===== src/rtl/kgp_io_pkg.sv =====
// Shared definitions for the KGP_RISC board I/O handshake blocks.
package kgp_io_pkg;

  typedef enum logic [1:0] {
    IDLE     = 2'd0,
    ARMED    = 2'd1,
    VALID    = 2'd2,
    WAIT_REL = 2'd3
  } io_state_t;

  localparam int unsigned KGP_DATA_W          = 5;
  localparam int unsigned KGP_DEBOUNCE_CYCLES = 4;

endpackage


===== src/rtl/kgp_debounce.sv =====
// Two-flop synchronizer plus stability-counter debouncer with edge pulses.
module kgp_debounce
  import kgp_io_pkg::*;
#(
  parameter int unsigned DEBOUNCE_CYCLES = KGP_DEBOUNCE_CYCLES
) (
  input  logic clk,
  input  logic rst,
  input  logic din,
  output logic level,
  output logic press,
  output logic rel
);

  logic       sync1;
  logic       sync2;
  logic       level_d;
  logic [7:0] cnt;

  always_ff @(posedge clk or negedge rst) begin
    if (!rst) begin
      sync1   <= 1'b0;
      sync2   <= 1'b0;
      level   <= 1'b0;
      level_d <= 1'b0;
      cnt     <= '0;
    end else begin
      sync1   <= din;
      sync2   <= sync1;
      level_d <= level;
      // The level flips on the DEBOUNCE_CYCLES-th consecutive disagreeing cycle.
      if (sync2 != level) begin
        if (cnt == 8'(DEBOUNCE_CYCLES - 1)) begin
          level <= sync2;
          cnt   <= '0;
        end else begin
          cnt <= cnt + 8'd1;
        end
      end else begin
        cnt <= '0;
      end
    end
  end

  assign press = level & ~level_d;
  assign rel   = ~level & level_d;

endmodule


===== src/rtl/kgp_switch_input_port.sv =====
// Board switch-input responder: debounced button press captures the switch bank.
module kgp_switch_input_port
  import kgp_io_pkg::*;
#(
  parameter int unsigned DATA_W          = KGP_DATA_W,
  parameter int unsigned OUT_W           = 32,
  parameter int unsigned DEBOUNCE_CYCLES = KGP_DEBOUNCE_CYCLES
) (
  input  logic              clk,
  input  logic              rst,
  input  logic              req,
  input  logic              button,
  input  logic [DATA_W-1:0] array,
  input  logic              ack,
  output logic [OUT_W-1:0]  data_out,
  output logic              valid,
  output logic              busy,
  output logic [7:0]        capture_cnt
);

  io_state_t         state_q;
  io_state_t         state_d;
  logic [DATA_W-1:0] arr_s1;
  logic [DATA_W-1:0] arr_s2;
  logic              btn_level;
  logic              btn_press;
  logic              btn_rel;
  logic              capture;

  kgp_debounce #(
    .DEBOUNCE_CYCLES(DEBOUNCE_CYCLES)
  ) u_btn (
    .clk  (clk),
    .rst  (rst),
    .din  (button),
    .level(btn_level),
    .press(btn_press),
    .rel  (btn_rel)
  );

  always_ff @(posedge clk or negedge rst) begin
    if (!rst) begin
      arr_s1 <= '0;
      arr_s2 <= '0;
    end else begin
      arr_s1 <= array;
      arr_s2 <= arr_s1;
    end
  end

  always_comb begin
    state_d = state_q;
    capture = 1'b0;
    case (state_q)
      IDLE: begin
        if (req) state_d = ARMED;
      end
      ARMED: begin
        if (!req) begin
          state_d = IDLE;
        end else if (btn_press) begin
          capture = 1'b1;
          state_d = VALID;
        end
      end
      VALID: begin
        if (ack) state_d = WAIT_REL;
      end
      WAIT_REL: begin
        if (!btn_level || btn_rel) state_d = req ? ARMED : IDLE;
      end
      default: state_d = IDLE;
    endcase
  end

  always_ff @(posedge clk or negedge rst) begin
    if (!rst) begin
      state_q     <= IDLE;
      data_out    <= '0;
      capture_cnt <= '0;
    end else begin
      state_q <= state_d;
      if (capture) begin
        data_out    <= OUT_W'(arr_s2);
        capture_cnt <= capture_cnt + 8'd1;
      end
    end
  end

  assign valid = (state_q == VALID);
  assign busy  = (state_q != IDLE);

endmodule

===== config.mk =====
export PLATFORM = sky130hd
export DESIGN_NAME = kgp_switch_input_port
export DESIGN_NICKNAME = d
export VERILOG_FILES = /design/src/rtl/kgp_io_pkg.sv /design/src/rtl/kgp_debounce.sv /design/src/rtl/kgp_switch_input_port.sv
export SDC_FILE = /design/constraint.sdc
export NUM_CORES = 1
export LEC_CHECK = 0
export ABC_CLOCK_PERIOD_IN_PS = 2700
export CAP_MARGIN = 20
export CORE_MARGIN = 1
export CORE_UTILIZATION = 40
export CTS_CLUSTER_DIAMETER = 60
export CTS_CLUSTER_SIZE = 28
export DETAILED_ROUTE_END_ITERATION = 10
export GPL_ROUTABILITY_DRIVEN = 1
export PLACE_DENSITY = 0.73
export SLEW_MARGIN = 20
export SYNTH_ARGS = -nofsm -noshare
export SYNTH_HDL_FRONTEND = slang
export SYNTH_SLANG_ARGS = --single-unit
export TNS_END_PERCENT = 50

===== constraint.sdc =====
create_clock -name clk -period 2.7 [get_ports clk]
set_input_delay 0.54 -clock clk [delete_from_list [all_inputs] [get_ports clk]]
set_output_delay 0.54 -clock clk [all_outputs]
set_load 0.02 [all_outputs]

==> metrics.txt, run 1 <==
status=complete, no violations; fmax=0.4677 GHz; first-pass GRT wire length=roughly 4.3 mm; worst-margin pin slew=0.5629 ns; 1st-iter DRT viols=between 60 and 70; CTS tree=yes; P per Cell Area=around 940 nW/um2; syn_area_per_cell=11.87 um2; final RePlAce weighted congestion=about 0.83; main flop type after synthesis=dfrtp_1; Post-CTS Hold Buffers=0; Die ar.=about 4400 um2; Die H=66.23 um; Clock Skew=slightly below 0.005 ns; final setup fails=0; top cell type's share of synthesized area=56.10%; final net count=~180; Final Util=about half; via/cell ratio=roughly 4.6; Post-Synthesis Cells=about 140; Yosys cell types=30; Slowest Stage Delay on Critical Path=0.59 ns; post-CTS setup buffers=0; clock insertion delay at the later pin of the skew report=0.28 ns; Hold Path Class=reg -> reg; Final Hold Viols=0; worst vdd ir=slightly below 400 uV; RSZ-0062 raised after global routing=no; CTS HTree Levels=2; synth-to-layout area growth=19.33%; Max Cap Viol=0; Die Width=roughly 66 um; Cell Int Power=1.250 mW; WP buf/inv=1; Synth area leaders=dfrtp_1 56%, buf_4 12%, xor2_1 4.2%; WL/cell=about 11 um; PostCTS Resize Cnt=0; number of global-route vias before repair=approximately 980; drt drc=0; gr usage total=roughly 14%; number of synthesized register bits=37; mapped cell area=between 1500 and 2000 um2; Post-synth EDFFs=0; clock power share=25.8%; sequential fraction of the synthesis area=56.10%; switch share=about 32%; largest net degree at the start of global routing=38; Worst EP required=2.16 ns; critical path's slowest cell=clkdlybuf4s50_1; asr flop ratio synth=100.0%; CP Max Fanout=7; routing usage on met3=slightly above 5%; IO Count=52; leakage power=approximately 0.91 nW; GRT busiest layer=met2; layout cells sized above 1=roughly an eighth; max-slew violations=0; area of the core=approximately 3800 um2; Clock Path Buffers=2; top post-synthesis cells by count=37 x dfrtp_1, 27 x buf_4, 8 x xor2_1; register share of total power=43.7%; clock root cell=clkbuf_8; Crit Path Class=reg -> out; number of I/O port buffers=24; Switch Pwr=approximately 600 uW; combinational fraction of design power=30.5%; largest area contributor in the netlist=dfrtp_1; Clk pin slew, worst setup/hold paths=~0.07 ns; Vias=roughly 1,000; M2 GR Usage=between 20 and 25%; Initial Utilization=about 43%; min Tclk post-route=approximately 2.1 ns; Post-Route WL=about 2.5 mm; most frequent cell after synthesis=dfrtp_1; hpwl dp=1.808 mm; CP delay by family, top=buffers and inverters; Antenna diodes=0; Post-DRT Antenna Nets=0; number of CTS-inserted buffers=5; initial antenna violation count=0; fill cell count=325; synth warn=0; Critical Path, Cell by Cell=and2b_2 > clkdlybuf4s50_1; Final period util=between 70 and 80%; setup tns final=0 ns; Worst EP arrival=roughly 1.6 ns; Rows=22; CTS Sinks=37; relative slew slack=61.94%; met1 usage=between 10% and 20%; total grt overflow=0; first drt pass iteration count=4; CP Launch Type=register; Critical Path End Type=output pin
-- power groups by stage --
stage | clock (mW) | combinational (mW) | sequential (mW)
floorplan | 0 | 0.305 | 0.860
finish | 0.479 | 0.564 | 0.809
detailed placement | 0 | 0.568 | 0.819
CTS | 0.496 | 0.571 | 0.810
global route | 0.529 | 0.618 | 0.829
global placement | 0 | 0.557 | 0.807
-- registers in the layout (all words and copies together) (netlist names), named ones only --
register	count
capture_cnt	8
u_btn.level	1
u_btn.level_d	1
state_q	1
u_btn.cnt	8
arr_s1	5
arr_s2	5
data_out	5
u_btn.sync2	1
u_btn.sync1	1
-- through the flow --
stage          power (mW)  worst slack, ns  hold WS (ns)  instance area (um2)  instances
6_report            1.852           0.5620        0.3491                 1969        219
5_1_grt             1.976           0.4945        0.3572                 1969        219
4_1_cts             1.877           0.5487        0.3513                 1969        219
3_5_place_dp        1.388           0.7050        0.3358                 1853        211
3_3_place_gp        1.364           0.7653        0.3319                 1853        211
2_1_floorplan       1.165            1.338        0.2444                 1748        165
-- layout by cell type, fill, tap and decap left out, types with 6 or more instances in the layout --
cell type,n
clkdlybuf4s50_1,24
nand3_1,6
a21oi_1,6
dfrtp_1,37
conb_1,27
nor2_1,6
xor2_1,8
inv_1,7
clkbuf_8,6
mux2_2,6
-- worst reg2reg max path: stages, from the launching register on --
cell	delay (ns)
dfrtp_1	0.44
ha_1	0.20
nor4b_1	0.48
a21o_2	0.29
a21oi_1	0.06
-- metal layers --
metal / part of all wire, % / wire [um]
met3: 6.8 / 171
met1: 45 / 1132
met5: 0 / 0
met4: 1.2 / 30
met2: 47 / 1164
-- cell type report --
| cell class | count | area, um2 | share of cell area (%) |
|---|---|---|---|
| clock buffer | 7 | 86.33 | 4.384 |
| clock inverter | 1 | 30.03 | 1.525 |
| inverter | 7 | 26.28 | 1.334 |
| multi-input combinational | 94 | 593.1 | 30.11 |
| sequential | 37 | 925.9 | 47.01 |
| tap | 48 | 60.06 | 3.050 |
| timing repair buffer | 25 | 247.7 | 12.58 |
-- kinds of logic (layout without fill, tap and decap cells) --
logic type	Yosys count	after routing	synth area share, %
flip-flops	37	37	56.10
AND/OR/NAND/NOR	34	34	12.97
buffers and inverters	34	40	13.87
AO/OA/AOI/OAI	13	13	4.625
XOR/XNOR	11	11	5.838
multiplexers	6	6	4.094
adder cells (fa/ha/maj)	3	3	2.275
other	1	27	0.2272
-- final timing paths --
check	start	end	slack, ns	cells after the start
min in group asynchronous	rst	arr_s1[4]	0.67	2
max in group asynchronous	rst	arr_s2[3]	1.72	2
worst max register to register	u_btn.cnt[0]	u_btn.cnt[7]	1.12	4
worst min-delay path	u_btn.sync1	u_btn.sync2	0.35	0
worst min register to register	u_btn.sync1	u_btn.sync2	0.35	0
worst max-delay path	state_q[0]	valid	0.56	2
No activity file was read; power rests on OpenSTA's default activity.
==> inputs of run 2 (changes only) <==
--- a/config.mk
+++ b/config.mk
@@ -5,7 +5,7 @@
 export SDC_FILE = /design/constraint.sdc
 export NUM_CORES = 1
 export LEC_CHECK = 0
-export ABC_CLOCK_PERIOD_IN_PS = 2700
+export ABC_CLOCK_PERIOD_IN_PS = 1900
 export CAP_MARGIN = 20
 export CORE_MARGIN = 1
 export CORE_UTILIZATION = 40
@@ -13,7 +13,7 @@
 export CTS_CLUSTER_SIZE = 28
 export DETAILED_ROUTE_END_ITERATION = 10
 export GPL_ROUTABILITY_DRIVEN = 1
-export PLACE_DENSITY = 0.73
+export PLACE_DENSITY = 0.76
 export SLEW_MARGIN = 20
 export SYNTH_ARGS = -nofsm -noshare
 export SYNTH_HDL_FRONTEND = slang
==> constraint.sdc (replaced) <==
create_clock -name clk -period 1.9 [get_ports clk]
set_input_delay 0.38 -clock clk [delete_from_list [all_inputs] [get_ports clk]]
set_output_delay 0.38 -clock clk [all_outputs]
set_load 0.02 [all_outputs]
==> run 2 against run 1 <==
Net effect: hold slack worse by 0.24 ns; critical endpoint is now capture_cnt[2]; routed wire length hardly changed; clock-buffer cell count is 2 lower; worst setup slack worse by 0.42 ns; global-route usage is 0.11 points lower; first-iteration DRC count is 29% higher; power is 41% higher; utilization hardly changed.
==> metrics.txt, run 2 (synthesis gave the netlist of run 1 again) <==
Stages on worst setup path=1; total grt overflow=0; status=complete, no violations; commonest non-fill, non-tap cell in the layout=dfrtp_1; Antenna diodes=0; final setup fails=0; first-pass GRT wire length=between 4 and 5 mm; relative slew slack=66.85%; Clock Path Buffers=2; CP Max Fanout=5; gr usage total=between 10% and 20%; Worst EP arrival=between 1 and 1.5 ns; max-slew violations=0; Post-Route WL=approximately 2.5 mm; drt drc=0; 1st-iter DRT viols=80; depth of the worst register-to-register path=4; Die H=66.23 um; Die ar.=around 4400 um2; CTS Sinks=37; clock insertion delay at the later pin of the skew report=roughly 0.29 ns; critical path's slowest cell=clkdlybuf4s50_1; Die Width=roughly 66 um; setup tns final=0 ns; initial antenna violation count=0; layout cells sized above 1=between 10% and 20%; design area=about 2000 um2; P per Cell Area=1328 nW/um2; final RePlAce weighted congestion=roughly 0.81; Final period util=between 90% and 100%; Critical Path Start=capture_cnt[2]; number of CTS-inserted buffers=5; leakage power=~0.9 nW; Clk pin slew, worst setup/hold paths=about 0.08 ns; register area=925.9 um2; hpwl dp=between 1.5 and 2 mm; biggest regs=capture_cnt: 8 flops, u_btn.cnt: 8 flops; Critical Path End Type=output pin; Clock Skew=0.006292 ns; fmax=0.5695 GHz; worst r2r dst=u_btn.cnt[6]; Max Cap Viol=0; Initial Utilization=around 43%; via/cell ratio=approximately 4.6; Hold Path Class=in -> async; number of I/O port buffers=24; synth-to-layout area growth=19.26%; IO Count=52; fill cell count=about 330; Placed Area=1856 um2; CTS HTree Levels=2; Post-CTS Hold Buffers=0; CP endpoint=capture_cnt[2]; reg-to-reg startpoint=u_btn.cnt[0]; Vias=1,002; Final Util=~52%; CTS tree=yes; worst-margin pin slew=0.4903 ns; first drt pass iteration count=4; WP buf/inv=1; Final Hold Viols=0; Worst EP required=about 1.5 ns; CP delay by family, top=buffers and inverters; largest net degree at the start of global routing=38; worst vdd ir=592.8 uV; min Tclk post-route=roughly 1.8 ns; Crit Path Class=reg -> out; Slowest Stage Delay on Critical Path=approximately 0.64 ns; final net count=between 150 and 200; most frequent cells in the layout=37 x dfrtp_1, 27 x conb_1, 21 x clkdlybuf4s50_1; WL/cell=~11 um; Post-DRT Antenna Nets=0; number of global-route vias before repair=between 900 and 1,000; area of the core=3799 um2; Critical Path, Cell by Cell=clkdlybuf4s50_1; Rows=22; clock root cell=clkbuf_8; RSZ-0062 raised after global routing=no; area occupied by multi-input gates=roughly 590 um2; FF-to-FF setup slack=0.37 ns; CP Launch Type=register
[run 2: power by group]
part / internal [mW] / switching [mW]
Combinational: 0.384 / 0.413
Clock: 0.392 / 0.289
Sequential: 0.952 / 0.183
[run 2: how the worst min path moves through the flow]
stage	from	end	slack, ns	cells after the start
2_1_floorplan	rst	async pin	0.08	0
4_1_cts	rst	u_btn.cnt[4]	0.13	2
3_3_place_gp	arr_s1[4]	arr_s2[4]	0.33	0
6_report	rst	u_btn.cnt[4]	0.11	2
3_5_place_dp	arr_s1[0]	arr_s2[0]	0.33	0
5_1_grt	rst	u_btn.cnt[1]	0.15	2
[run 2: cell type report]
type	instances	share of cell area (%)
sequential	37	47.04
timing repair buffer	26	12.59
clock buffer	5	3.496
inverter	7	1.335
tap	48	3.051
clock inverter	3	2.352
multi-input combinational	94	30.13
[run 2: timing repair]
action                                  4_1_cts  5_1_grt
buffers inserted                              0        0
endpoints found under the hold margin         0        0
endpoints found under the setup margin        2        0
resized for setup                             2        0
[run 2: stage by stage]
step / hold slack [ns] / setup slack, ns / power, mW / cells
global placement: 0.3329 / 0.1912 / 1.931 / 212
global route: 0.1545 / 0.08158 / 2.768 / 220
detailed placement: 0.3347 / 0.1575 / 1.974 / 212
CTS: 0.1255 / 0.1415 / 2.645 / 220
finish: 0.1094 / 0.1440 / 2.614 / 220
floorplan: 0.08441 / 0.5384 / 1.655 / 165
[run 2: layer usage]
| layer | track usage (%) | wire length, um | vias to the layer above |
|---|---|---|---|
| met5 | 0 | 0 | - |
| met3 | 6.897 | 170 | 5 |
| li1 | - | - | 475 |
| met2 | 21.05 | 1208 | 38 |
| met4 | 8.511 | 59 | 0 |
| met1 | 14.87 | 1058 | 484 |
==> inputs of run 3 (changes only) <==
--- a/config.mk
+++ b/config.mk
@@ -5,6 +5,7 @@
 export SDC_FILE = /design/constraint.sdc
 export NUM_CORES = 1
 export LEC_CHECK = 0
+export ABC_AREA = 1
 export ABC_CLOCK_PERIOD_IN_PS = 1900
 export CAP_MARGIN = 20
 export CORE_MARGIN = 1
@@ -13,7 +14,7 @@
 export CTS_CLUSTER_SIZE = 28
 export DETAILED_ROUTE_END_ITERATION = 10
 export GPL_ROUTABILITY_DRIVEN = 1
-export PLACE_DENSITY = 0.76
+export PLACE_DENSITY = 0.75
 export SLEW_MARGIN = 20
 export SYNTH_ARGS = -nofsm -noshare
 export SYNTH_HDL_FRONTEND = slang
==> run 3 against run 2 <==
Net effect: clock-buffer cell count unchanged; first-iteration DRC count down 48%; worst setup slack better by 0.016 ns; utilization down 1.8 points; critical endpoint unchanged; power down 4.3%; hold slack better by 0.0084 ns; sequential share of layout area down 1.6 points.
==> metrics.txt, run 3 <==
Final Util=approximately 50%; Post-Synthesis Cells=~190; leakage power=approximately 1.1 nW; routing usage on met3=under 10%; Slowest Stage Delay on Critical Path=0.64 ns; IO Count=52; FF-to-FF setup slack=roughly 0.71 ns; combinational fraction of design power=29.5%; CP Max Fanout=5; Post-Synth Adder-Cell Area=2.146%; Yosys cell types=26; number of global-route vias before repair=around 1,100; worst vdd ir=between 500 and 600 uV; Hold Path Class=in -> async; post-CTS setup buffers=0; initial antenna violation count=0; M2 GR Usage=about a fifth; Switch Pwr=856.5 uW; final RePlAce weighted congestion=between 0.7 and 0.8; final setup margin=about 0.16 ns; RSZ-0062 raised after global routing=no; Post-synth EDFFs=0; post-synthesis mux area share=0%; CTS Sinks=37; xor/xnor share of the synthesized area=around 3.5%; number of CTS-inserted buffers=5; Worst EP arrival=1.36 ns; status=complete, no violations; register share of total power=approximately 44%; Post-DRT Antenna Nets=0; met1 usage=around 13%; CTS tree=yes; Rows=23; synth-to-layout area growth=16.88%; Initial Utilization=42.80%; CTS HTree Levels=2; layout cells sized above 1=9.302%; Die ar.=between 4000 and 5000 um2; final setup fails=0; Cells after DPL=approximately 260; Die H=between 60 and 70 um; P per Cell Area=approximately 1200 nW/um2; Critical Path, Cell by Cell=clkdlybuf4s50_1; GRT busiest layer=met2; drt drc=0; simple-gate share of the synthesized area=between 20% and 30%; Synth area leaders=dfrtp_1 53%, buf_4 12%, nand2_1 9.9%; Crit Path Class=reg -> out; min Tclk post-route=~1.7 ns; number of I/O port buffers=24; Post-Route WL=between 2 and 2.5 mm; critical path's slowest cell=clkdlybuf4s50_1; Clk pin slew, worst setup/hold paths=approximately 0.070 ns; gr usage total=12.83%; top cell type's share of synthesized area=between 50% and 60%; CP delay by family, top=buffers and inverters; fmax=0.5746 GHz; area of the core=approximately 4100 um2; clock insertion delay at the later pin of the skew report=~0.28 ns; hpwl dp=1.760 mm; Final period util=between 90% and 100%; asr flop ratio synth=100.0%; Max Cap Viol=0; CP Launch Type=register; setup tns final=0 ns; Final Hold Viols=0; number of synthesized register bits=37; clock power share=26.8%; top post-synthesis cells by count=46 x nand2_1, 37 x dfrtp_1, 27 x buf_4; Clock Skew=approximately 0.0049 ns; dpl ws=0.2091 ns; via/cell ratio=approximately 4.3; Critical Path End Type=output pin; reg-to-reg startpoint=state_q[0]; Antenna diodes=0; clock root cell=clkbuf_8; synth warn=0; switch share=around 34%; Vias=approximately 1,100; sequential fraction of the synthesis area=52.93%; compound-gate portion of the synthesized area=2.217%; worst r2r dst=capture_cnt[2]; mapped cell area=between 1500 and 2000 um2; total grt overflow=0; largest net degree at the start of global routing=38; biggest regs=capture_cnt: 8 flops, u_btn.cnt: 8 flops; 1st-iter DRT viols=42; max-slew violations=0; syn_area_per_cell=9.404 um2; first-pass GRT wire length=about 4.3 mm; most frequent cells in the layout=46 x nand2_1, 35 x dfrtp_1, 27 x conb_1; main flop type after synthesis=dfrtp_1; WP buf/inv=1; Clock Path Buffers=2; commonest non-fill, non-tap cell in the layout=nand2_1; fin cells=between 200 and 300; Worst EP required=1.52 ns; final net count=~230; Cell Int Power=roughly 1.6 mW; depth of the worst register-to-register path=6; most frequent cell after synthesis=nand2_1; largest area contributor in the netlist=dfrtp_1; Die Width=about 70 um; WL/cell=9.109 um; Total Power=approximately 2.5 mW; first drt pass iteration count=4; largest family of logic cells by synthesized area=simple AND/OR/NAND/NOR gates
==> run 3: changes by cell type after synthesis, sizes merged, moves of 3 or more <==
cell and change:
buf +3, a21oi -5, nand2 +45, mux2 -6, inv +12, or3 -3, xor2 -4, nor2 +11
==> run 3: timing repair <==
action | in CTS | in global routing
hold buffers | 0 | 0
setup endpoints to repair | 2 | 2
gates resized for setup | 2 | 2
==> run 3: worst max-delay path by stage <==
stage                        start              to  slack [ns]  cells past startpoint
floorplan               state_q[0]           valid        0.74                      2
global placement               req  capture_cnt[2]        0.23                      7
detailed placement             req  capture_cnt[2]        0.21                      7
CTS                     state_q[0]            busy        0.02                      3
global route        capture_cnt[2]  capture_cnt[2]        0.10                      1
finish              capture_cnt[2]  capture_cnt[2]        0.16                      1
==> run 3: kinds of logic after synthesis <==
family          Yosys count
simple gates             82
buf+inv                  49
flops                    37
compound gates            7
xor+xnor                  7
fa+ha+maj                 3
other cells               1
==> run 3: final cells by class <==
type                    instances  area (um2)
clock inverters                 3       46.29
fillers                       386        2042
inverters                      19       71.32
repair buffers                 25       247.7
well taps                      50       62.56
flip-flops and latches         37       928.4
clock buffers                   5       68.82
multi-input cells             126       619.3
==> run 3: power groups by stage <==
stage	Sequential, mW	Combinational [mW]	Clock (mW)
after detailed placement	1.10	0.752	0
after CTS	1.09	0.755	0.695
after global routing	1.12	0.837	0.723
after global placement	1.10	0.741	0
final	1.09	0.738	0.670
after floorplan	1.15	0.477	0
==> run 3: metrics by stage <==
step	hold slack, ns	instance area [um2]
2_1_floorplan	0.08441	1847
3_3_place_gp	0.3329	1922
3_5_place_dp	0.3347	1922
4_1_cts	0.1291	2039
5_1_grt	0.1621	2044
6_report	0.1178	2044
==> run 3: metal layers <==
metal | up-vias | wire length [um]
met5 | - | 0
met2 | 39 | 1178
met4 | 0 | 36
li1 | 570 | -
met1 | 521 | 1021
met3 | 4 | 177
